## src/rtl/led_ctrl.sv

```systemverilog
// Register-programmable LED driver: static pattern, per-channel blink, global PWM brightness.
// Latency: register write at edge k reaches LED_data at edge k+1; rd is combinational.
// Backpressure: none; writes are accepted every cycle and never stall the counters.
module led_ctrl #(
    parameter int NUM_LED = 8,
    parameter int PRESC_W = 16,
    parameter int PWM_W   = 4
) (
    input  logic               clk,
    input  logic               rst_n,
    input  logic               we,
    input  logic [1:0]         addr,
    input  logic [31:0]        wd,
    output logic [31:0]        rd,
    output logic [NUM_LED-1:0] LED_data
);

    localparam logic [1:0]       A_DATA    = 2'd0;
    localparam logic [1:0]       A_BLINK   = 2'd1;
    localparam logic [1:0]       A_PRESC   = 2'd2;
    localparam logic [1:0]       A_DUTY    = 2'd3;
    localparam logic [PWM_W-1:0] DUTY_FULL = '1;

    logic [NUM_LED-1:0] data_q;
    logic [NUM_LED-1:0] blink_q;
    logic [PRESC_W-1:0] presc_q;
    logic [PWM_W-1:0]   duty_q;
    logic [PRESC_W-1:0] presc_cnt;
    logic [PWM_W-1:0]   pwm_cnt;
    logic               blink_phase;
    logic               wr_presc;
    logic               pwm_on;
    logic [NUM_LED-1:0] blink_gate;
    logic [NUM_LED-1:0] led_nxt;

    assign wr_presc = we && (addr == A_PRESC);

    always_ff @(posedge clk or negedge rst_n) begin
        if (!rst_n) begin
            data_q  <= '1;
            blink_q <= '0;
            presc_q <= '1;
            duty_q  <= '1;
        end else if (we) begin
            case (addr)
                A_DATA:  data_q  <= wd[NUM_LED-1:0];
                A_BLINK: blink_q <= wd[NUM_LED-1:0];
                A_PRESC: presc_q <= wd[PRESC_W-1:0];
                A_DUTY:  duty_q  <= wd[PWM_W-1:0];
                default: ;
            endcase
        end
    end

    // A PRESC write restarts the countdown but must not disturb blink_phase.
    always_ff @(posedge clk or negedge rst_n) begin
        if (!rst_n) begin
            presc_cnt   <= '1;
            pwm_cnt     <= '0;
            blink_phase <= 1'b1;
        end else begin
            pwm_cnt <= pwm_cnt + PWM_W'(1);
            if (wr_presc) begin
                presc_cnt <= wd[PRESC_W-1:0];
            end else if (presc_cnt == '0) begin
                presc_cnt   <= presc_q;
                blink_phase <= ~blink_phase;
            end else begin
                presc_cnt <= presc_cnt - PRESC_W'(1);
            end
        end
    end

    always_comb begin
        pwm_on     = (duty_q == DUTY_FULL) || (pwm_cnt < duty_q);
        blink_gate = blink_phase ? {NUM_LED{1'b1}} : ~blink_q;
        led_nxt    = data_q & blink_gate & {NUM_LED{pwm_on}};
    end

    always_ff @(posedge clk or negedge rst_n) begin
        if (!rst_n) begin
            LED_data <= '1;
        end else begin
            LED_data <= led_nxt;
        end
    end

    always_comb begin
        rd = '0;
        case (addr)
            A_DATA:  rd[NUM_LED-1:0] = data_q;
            A_BLINK: rd[NUM_LED-1:0] = blink_q;
            A_PRESC: rd[PRESC_W-1:0] = presc_q;
            A_DUTY:  rd[PWM_W-1:0]   = duty_q;
            default: rd = '0;
        endcase
    end

endmodule

```

## config.mk

```make
export PLATFORM = sky130hd
export DESIGN_NAME = led_ctrl
export DESIGN_NICKNAME = d
export VERILOG_FILES = /design/src/rtl/led_ctrl.sv
export SDC_FILE = /design/constraint.sdc
export NUM_CORES = 1
export LEC_CHECK = 0
export CORE_MARGIN = 5
export CORE_UTILIZATION = 33
export DETAILED_ROUTE_END_ITERATION = 12
export HOLD_SLACK_MARGIN = 0.15
export PLACE_DENSITY = 0.66
export SLEW_MARGIN = 30
export SYNTH_ARGS = -nofsm -noshare
export SYNTH_HDL_FRONTEND = slang
export SYNTH_SLANG_ARGS = --single-unit
```

## constraint.sdc

```tcl
create_clock -name clk -period 2.6 [get_ports clk]
set_clock_uncertainty 0.1 [all_clocks]
set_input_delay 0.52 -clock clk [delete_from_list [all_inputs] [get_ports clk]]
set_output_delay 0.52 -clock clk [all_outputs]
set_load 0.01 [all_outputs]
```

# == Word-level counts from Yosys, hierarchy flattened ==
# Cells that the tools add are included.
# word_totals
wordCells,35
ff_bits,65
# classes
bitwise,5
reduce_logical,9
addsub,2
magnitude_cmp,1
mux,6
eq_ne,4
# op_table
operator,n
16-bit 2-to-1 mux,2
8-bit bitwise AND,2
16-bit zero test,1
8-bit 2-to-1 mux,2
4-bit one-hot mux with 4 select lines,1
16-bit by 1-bit subtractor with 16-bit output (second input constant),1
4-bit one-hot mux with 3 select lines,1
2-bit AND reduction,5
8-bit inverter,1
4-bit by 1-bit adder with 4-bit output (second input constant),1
2-bit equality test (second input constant),2
4-bit equality test (second input constant),1
4-bit less-than comparator,1
2-bit by 1-bit equality test with 1-bit output (second input constant),1
2-bit zero test,1
1-bit inverter,2
1-bit logical AND,1
1-bit logical OR,1

# == Depth between registers and ports, before layout ==
# Gate-level depths: netlist of run 1.
# depth
depth_word,4
mapped_depth,8
depth_no_buf,7

# == Least setup slack after synthesis of run 1 ==
# OpenSTA, ideal clock, no wires.
# synth_path
path_kind,in2out
startpoint,input port addr[0]
endpoint,output port rd[0]
arrival_ns,1.313
path_buffers,1
required_ns,1.980
path_stages,2
slack_ns,0.667
path_cell_list,buf_2 mux4_2
# synth_between
elab_chain_cells,2
elab_cells_between_ends,5
cone_classes,3 x eq/ne; 1 x mux; 1 x reduce/logical
# synth_lines
element,line,text
start: declaration,12,"input logic [1:0] addr,"
"2-bit equality test, or another cell as far along",90,case (addr)
4-bit one-hot mux with 4 select lines (*),90,
end: declaration,14,"output logic [31:0] rd,"
# Mark *: on every way between the ends. The rest lies on a longest branch, timed or not.

# == Worst setup path in the final report of run 1 ==
# layout_path
startpoint,input port addr[1]
endpoint,output port rd[6]
# layout_between
elab_chain_cells,2
elab_cells_between_ends,4
cone_classes,2 x eq/ne; 1 x mux; 1 x reduce/logical
# layout_lines
element,line
"2-bit equality test, or another cell as far along",90
4-bit one-hot mux with 3 select lines (*),90
# Marked as above.

==> metrics.txt, run 1 <==
total gr overflow=0; CTS buffer count=9; WP data arrival=1840 ps; largest net degree at the start of global routing=43; Synth Area in Simple Gates=between 10% and 20%; DP Cell Count=499; Layout Cells excl Fill=roughly 520; antenna cell count=0; GPL Wtd Cong=0.8510; detailed-route wire length per cell=15.20 um; Top FF cell, synth=dfstp_2; Synth top area share=41.56%; Residual DRC=0; Final Hold Fails=0; post-synthesis compound-gate area fraction=between 10% and 20%; number of DRC markers in iteration 0=93; Leakage Power=1.855 nW; area share of fa/ha/maj cells after synthesis=2.240%; Mapped Area=3351 um^2; Clock Pin Slew Worst Setup and Hold Paths=70 ps; DR pass1 iterations=4; relative slew slack=between 50% and 60%; Detail Route Antenna Nets=0; layout cells sized above 1=30.13%; Die Y=roughly 110 um; nets@finish=423; crit start category=primary input; number of synthesis warnings=0; status=completed; Tightest Pin Transition=595.0 ps; largest family of logic cells by synthesized area=simple AND/OR/NAND/NOR gates; Rows=36; fin crit period=2459 ps; Max-Cap Viols=0; CTS tree=built; GRT Total Usage=13.30%; Pwr Density=785.3 nW/um^2; Post-synth top cells=nand2_1 (67), dfstp_2 (53), o21ai_0 (27); boundary pin count=77; Tcrit/Tclk final=between 90 and 100%; post-synthesis mux area share=11.24%; H-tree Lvls=3; Worst Path Required=1980 ps; fin. max-slew vios=0; crit-path max FO=6; Total Wirelength=7872 um; #FFs+latches synth=65; post-synth top area cell=dfstp_2; Final setup violation count=0; type of the worst setup path=primary input to primary output; r2r worst-path depth=5; vias in the first global route=2574; Syn Inst Count=322; Area Growth Syn to Fin=25.80%; number of synthesized flops with an enable pin=0; Achievable Freq=0.4067 GHz; clk sink count=65; # port buffers=between 40 and 50; XOR/XNOR share of the synthesized area=2.614%; sequential share of the synthesized area=around half; design area=4215 um^2; worst vdd ir=0.2355 mV; CP Capture Type=primary output; top-count cell post-synth=nand2_1; CTS root buffer=clkbuf_8; HPWL Detailed=5430 um; DR vias/cell=4.880; Core Region=9819 um^2; largest cells by area after synthesis=dfstp_2 (42%), dfrtp_1 (9.0%), nand2_1 (7.5%); Die Area=12270 um^2; setup total negative slack=0 ps; Util after Layout=between 40% and 50%; Hold Crit Class=flop to flop; clk_lat worst skew=340 ps; first-pass GRT wire length=13140 um; Die W=110.8 um; RSZ-0062 raised after global routing=false; final worst setup slack=approximately 140 ps; DR vias=2528; Clock Path Buffers=2; Initial Util=between 30% and 40%; hold depth=2; Yosys cell types=43; Async SR Flop Fraction=100.0%; syn_area_per_cell=around 10 um^2; DP Area=roughly 4000 um^2; initial antenna violation count=0; pre-CTS WS=-244.9 ps; Reg2Reg Setup Slack=roughly 570 ps
-- cell usage in the layout, fill, tap and decap left out, types with 4 or more instances in the layout --
cell type,instances
a21oi_1,7
and2_1,10
buf_4,10
clkbuf_8,10
clkdlybuf4s50_1,26
conb_1,16
dfrtp_1,12
dfstp_2,53
dlygate4sd2_1,13
ha_1,6
inv_1,14
mux2_2,21
mux2i_1,5
mux4_2,4
nand2_1,67
nor2_1,11
nor4_1,4
o2111a_1,8
o21ai_0,27
xnor2_1,6
xor2_1,4
-- worst paths after layout --
kind                              start            end
min in group asynchronous         rst_n     blink_q[1]
max reg2reg                presc_cnt[2]  presc_cnt[11]
min                         presc_q[11]    presc_q[11]
max                             addr[1]          rd[6]
max in group asynchronous         rst_n    LED_data[1]
min reg2reg                 presc_q[11]    presc_q[11]
-- per-stage QoR --
step / hold WS, ps / power (mW)
2_1_floorplan: 124.4 / 2.115
3_3_place_gp: 350.3 / 2.427
3_5_place_dp: 354.9 / 2.455
4_1_cts: 370.2 / 3.340
5_1_grt: 386.0 / 3.513
6_report: 365.7 / 3.310
-- cell type report --
type / instances / area, um^2
timing repair buffer: 60 / 595.6
tap: 133 / 166.4
multi-input combinational: 230 / 1503
clock inverter: 6 / 67.56
inverter: 14 / 52.55
clock buffer: 10 / 137.6
fill: 961 / 5604
sequential: 65 / 1693
-- critical path: stages --
cell	delay [ps]
clkdlybuf4s50_1	510
nor2b_4	200
buf_4	170
nand2_1	60
o21ai_0	70
dlygate4sd2_1	290
-- kinds of logic after synthesis --
| logic type | Yosys count |
|---|---|
| compound gates | 55 |
| xor+xnor | 10 |
| fa+ha+maj | 6 |
| buf+inv | 42 |
| flops | 65 |
| mux | 30 |
| other cells | 1 |
| simple gates | 113 |
-- state kept, by name (all words and copies together), names as in the netlist --
register and flops:
presc_cnt 16, presc_q 16, LED_data 8, blink_q 8, data_q 8, duty_q 4
pwm_cnt 4, blink_phase 1
-- repair_timing --
item                                    CTS  global route
gates cloned                              1             0
resized for setup                        21             4
buffers inserted                          1             0
endpoints found under the setup margin   16             3
hold buffers                              1             0
endpoints found under the hold margin     1             0
-- report_power, final --
| part | switching, mW | total, mW | internal [mW] | leakage [nW] |
|---|---|---|---|---|
| Combinational | 0.399 | 0.841 | 0.442 | 1.05 |
| Clock | 0.409 | 0.879 | 0.470 | 0.0985 |
| Sequential | 0.206 | 1.59 | 1.38 | 0.702 |
| Total | 1.01 | 3.31 | 2.30 | 1.86 |
-- per-layer routing --
| metal | vias to the layer above | routed length [um] | GRT usage [%] |
|---|---|---|---|
| met3 | 8 | 476 | 4.803 |
| li1 | 1200 | - | - |
| met5 | - | 0 | 0 |
| met4 | 0 | 73 | 4.351 |
| met2 | 78 | 3707 | 20.43 |
| met1 | 1242 | 3615 | 17.44 |
Note: power is estimated with default switching activity, not from simulation.
==> run 2, diff against run 1 <==
- CTS_CLUSTER_SIZE: default -> 14
==> results of run 2 <==
No change in the layout: final DEF, timing and power equal those of run 1.
==> run 3, diff against run 2 <==
- CORE_MARGIN: 5 -> 2
- CTS_BUF_LIST: default -> sky130_fd_sc_hd__clkbuf_8
- GPL_TIMING_DRIVEN: default -> 0
==> run 3 against run 2 <==
- register-to-register slack worse by 300 ps
- core utilization grew 0.33 points
- first-iteration DRC count increased by 13%
- die area shrank 11%
- critical path type unchanged
- non-clock buffer count increased by 14
- sequential power is essentially flat
- critical path depth is 2 lower
- critical endpoint is now rd[2]
- worst setup slack worse by 96 ps
- worst hold slack got worse by 210 ps
- maximum frequency shrank 3.7%
- global-route usage is 2.4 points higher
- total power fell by 4.0%
==> metrics.txt, run 3 (synthesis results as in run 1) <==
Die Y=104.8 um (-5.4%); most frequent cells in the layout=nand2_1 (67), dfstp_2 (53), clkdlybuf4s50_1 (31), o21ai_0 (27), mux2_2 (21); worst r2r src=duty_q[1]; total gr overflow=0 (unchanged); Achievable Freq=0.3915 GHz (-3.7%); Clock Path Buffers=2 (unchanged); GPL Wtd Cong=0.8512 (about the same); commonest non-fill, non-tap cell in the layout=nand2_1; Die Area=10980 um^2 (-11%); # port buffers=44 (unchanged); DR pass1 iterations=4 (unchanged); clk sink count=65 (unchanged); slowest stage delay, CP=490 ps (-20 ps); vias in the first global route=2760 (+7.2%); initial antenna violation count=0 (unchanged); GRT Total Usage=15.75% (+2.4 points); DR vias=2582 (+2.1%); type of the worst setup path=primary input to primary output; CP delay by family, top=buffers and inverters; CTS tree=built; Area Growth Syn to Fin=26.77%; crit start category=primary input; layout cells sized above 1=30.08% (-0.055 points); first-pass GRT wire length=13540 um (+3.0%); filler instances=969 (+0.83%); antenna cell count=0 (unchanged); Worst Setup SP=addr[0]; nets@finish=437 (+3.3%); CTS root buffer=clkbuf_8; Clock Pin Slew Worst Setup and Hold Paths=70 ps (about the same); Total Power=3.179 mW (-4.0%); H-tree Lvls=3 (unchanged); worst reg2reg path endpoint=LED_data[2]; final worst setup slack=45.74 ps (-95.54 ps); Total Wirelength=8014 um (+1.8%); largest registers=presc_cnt x16, presc_q x16; detailed-route wire length per cell=15.06 um (-0.88%); fin. max-slew vios=0 (unchanged); Residual DRC=0 (unchanged); Hold Crit Class=primary input to async pin; Reg2Reg Setup Slack=270 ps (-300 ps); pre-CTS WS=-704.8 ps (-459.9 ps); DR vias/cell=4.853 (-0.55%); number of DRC markers in iteration 0=105 (+13%); CTS buffer count=9 (unchanged); crit-path max FO=10 (+4); largest net degree at the start of global routing=53 (+23%); CP Cell Sequence=clkdlybuf4s15_2, buf_12, mux4_2, clkdlybuf4s50_1; Die W=104.8 um (-5.4%); Core Region=9819 um^2 (unchanged); Pwr Density=748.3 nW/um^2 (-4.7%); Max-Cap Viols=0 (unchanged); Final setup violation count=0 (unchanged); Worst Path Required=1980 ps (about the same); CP Capture Type=primary output; clk_lat worst skew=340 ps (about the same); status=completed; Rows=36 (unchanged); Initial Util=34.12% (unchanged); HPWL Detailed=5692 um (+4.8%); worst vdd ir=0.2371 mV (+0.68%); Tightest Pin Transition=849.9 ps (+254.9 ps); r2r worst-path depth=6 (+1); Final Hold Fails=0 (unchanged); CP max-delay cell=mux4_2; fin crit period=2554 ps (+95.54 ps); RSZ-0062 raised after global routing=false; WP data arrival=1930 ps (+90 ps); Detail Route Antenna Nets=0 (unchanged); boundary pin count=77 (unchanged); Leakage Power=1.852 nW (-0.20%); relative slew slack=43.09% (-17 points); Tcrit/Tclk final=98.24% (+3.7 points); WP buf/inv=3 (unchanged)
==> run 3: changes by cell type in the layout (fill, tap and decap cells not counted), moves of 3 or more <==
cell	change
buf_4	+8
clkbuf_1	+8
clkdlybuf4s50_1	+5
dlygate4sd2_1	-3
==> run 3: area by class of cell <==
class | count | area [um^2] | share of cell area [%]
Clock inverter | 6 | 36.28 | 0.8542
Inverter | 14 | 52.55 | 1.237
Sequential cell | 65 | 1693 | 39.85
Multi-Input combinational cell | 230 | 1503 | 35.38
Clock buffer | 10 | 137.6 | 3.240
Buffer | 28 | 195.2 | 4.595
Tap cell | 133 | 166.4 | 3.918
Timing Repair Buffer | 46 | 464.2 | 10.93
==> run 3: report_power, final <==
group	internal [mW]	switching [mW]
combinational	0.447	0.406
sequential	1.38	0.198
clock	0.364	0.379
total	2.20	0.983
==> run 3: layer usage <==
| layer | track usage (%) | up-vias | routed length (um) | part of all wire (%) |
|---|---|---|---|---|
| met5 | 0 | - | 0 | 0 |
| met4 | 7.524 | 0 | 150 | 1.9 |
| met3 | 3.743 | 13 | 486 | 6.1 |
| met2 | 25.97 | 68 | 3811 | 48 |
| met1 | 19.37 | 1272 | 3565 | 44 |
| li1 | - | 1229 | - | - |
==> run 3: per-stage QoR <==
stage                     std cells  cell area (um^2)  util [%]  hold slack, ps  TNS [ps]
after floorplan                 337              3407         -           124.4         0
after global placement          514              4014     40.88           350.9    -52050
after detailed placement        515              4039     41.13           355.5    -15130
after CTS                       532              4240     43.18           151.5         0
after global routing            532              4248     43.26           171.7         0
final                           532              4248     43.26           155.6         0
==> run 3: worst max-delay path by stage <==
stage          slack (ps)  cells after the start         end
2_1_floorplan         670                      2       rd[0]
3_5_place_dp         -700                      6       rd[4]
5_1_grt                10                      4       rd[2]
3_3_place_gp        -1180                      1  pwm_cnt[3]
4_1_cts                 6                      4       rd[3]
6_report               50                      4       rd[2]
==> run 3: what timing repair did <==
item / CTS / global route
endpoints found under the setup margin: 16 / 2
resized for setup: 23 / 2
buffers inserted: 1 / 0
hold buffers: 0 / 0
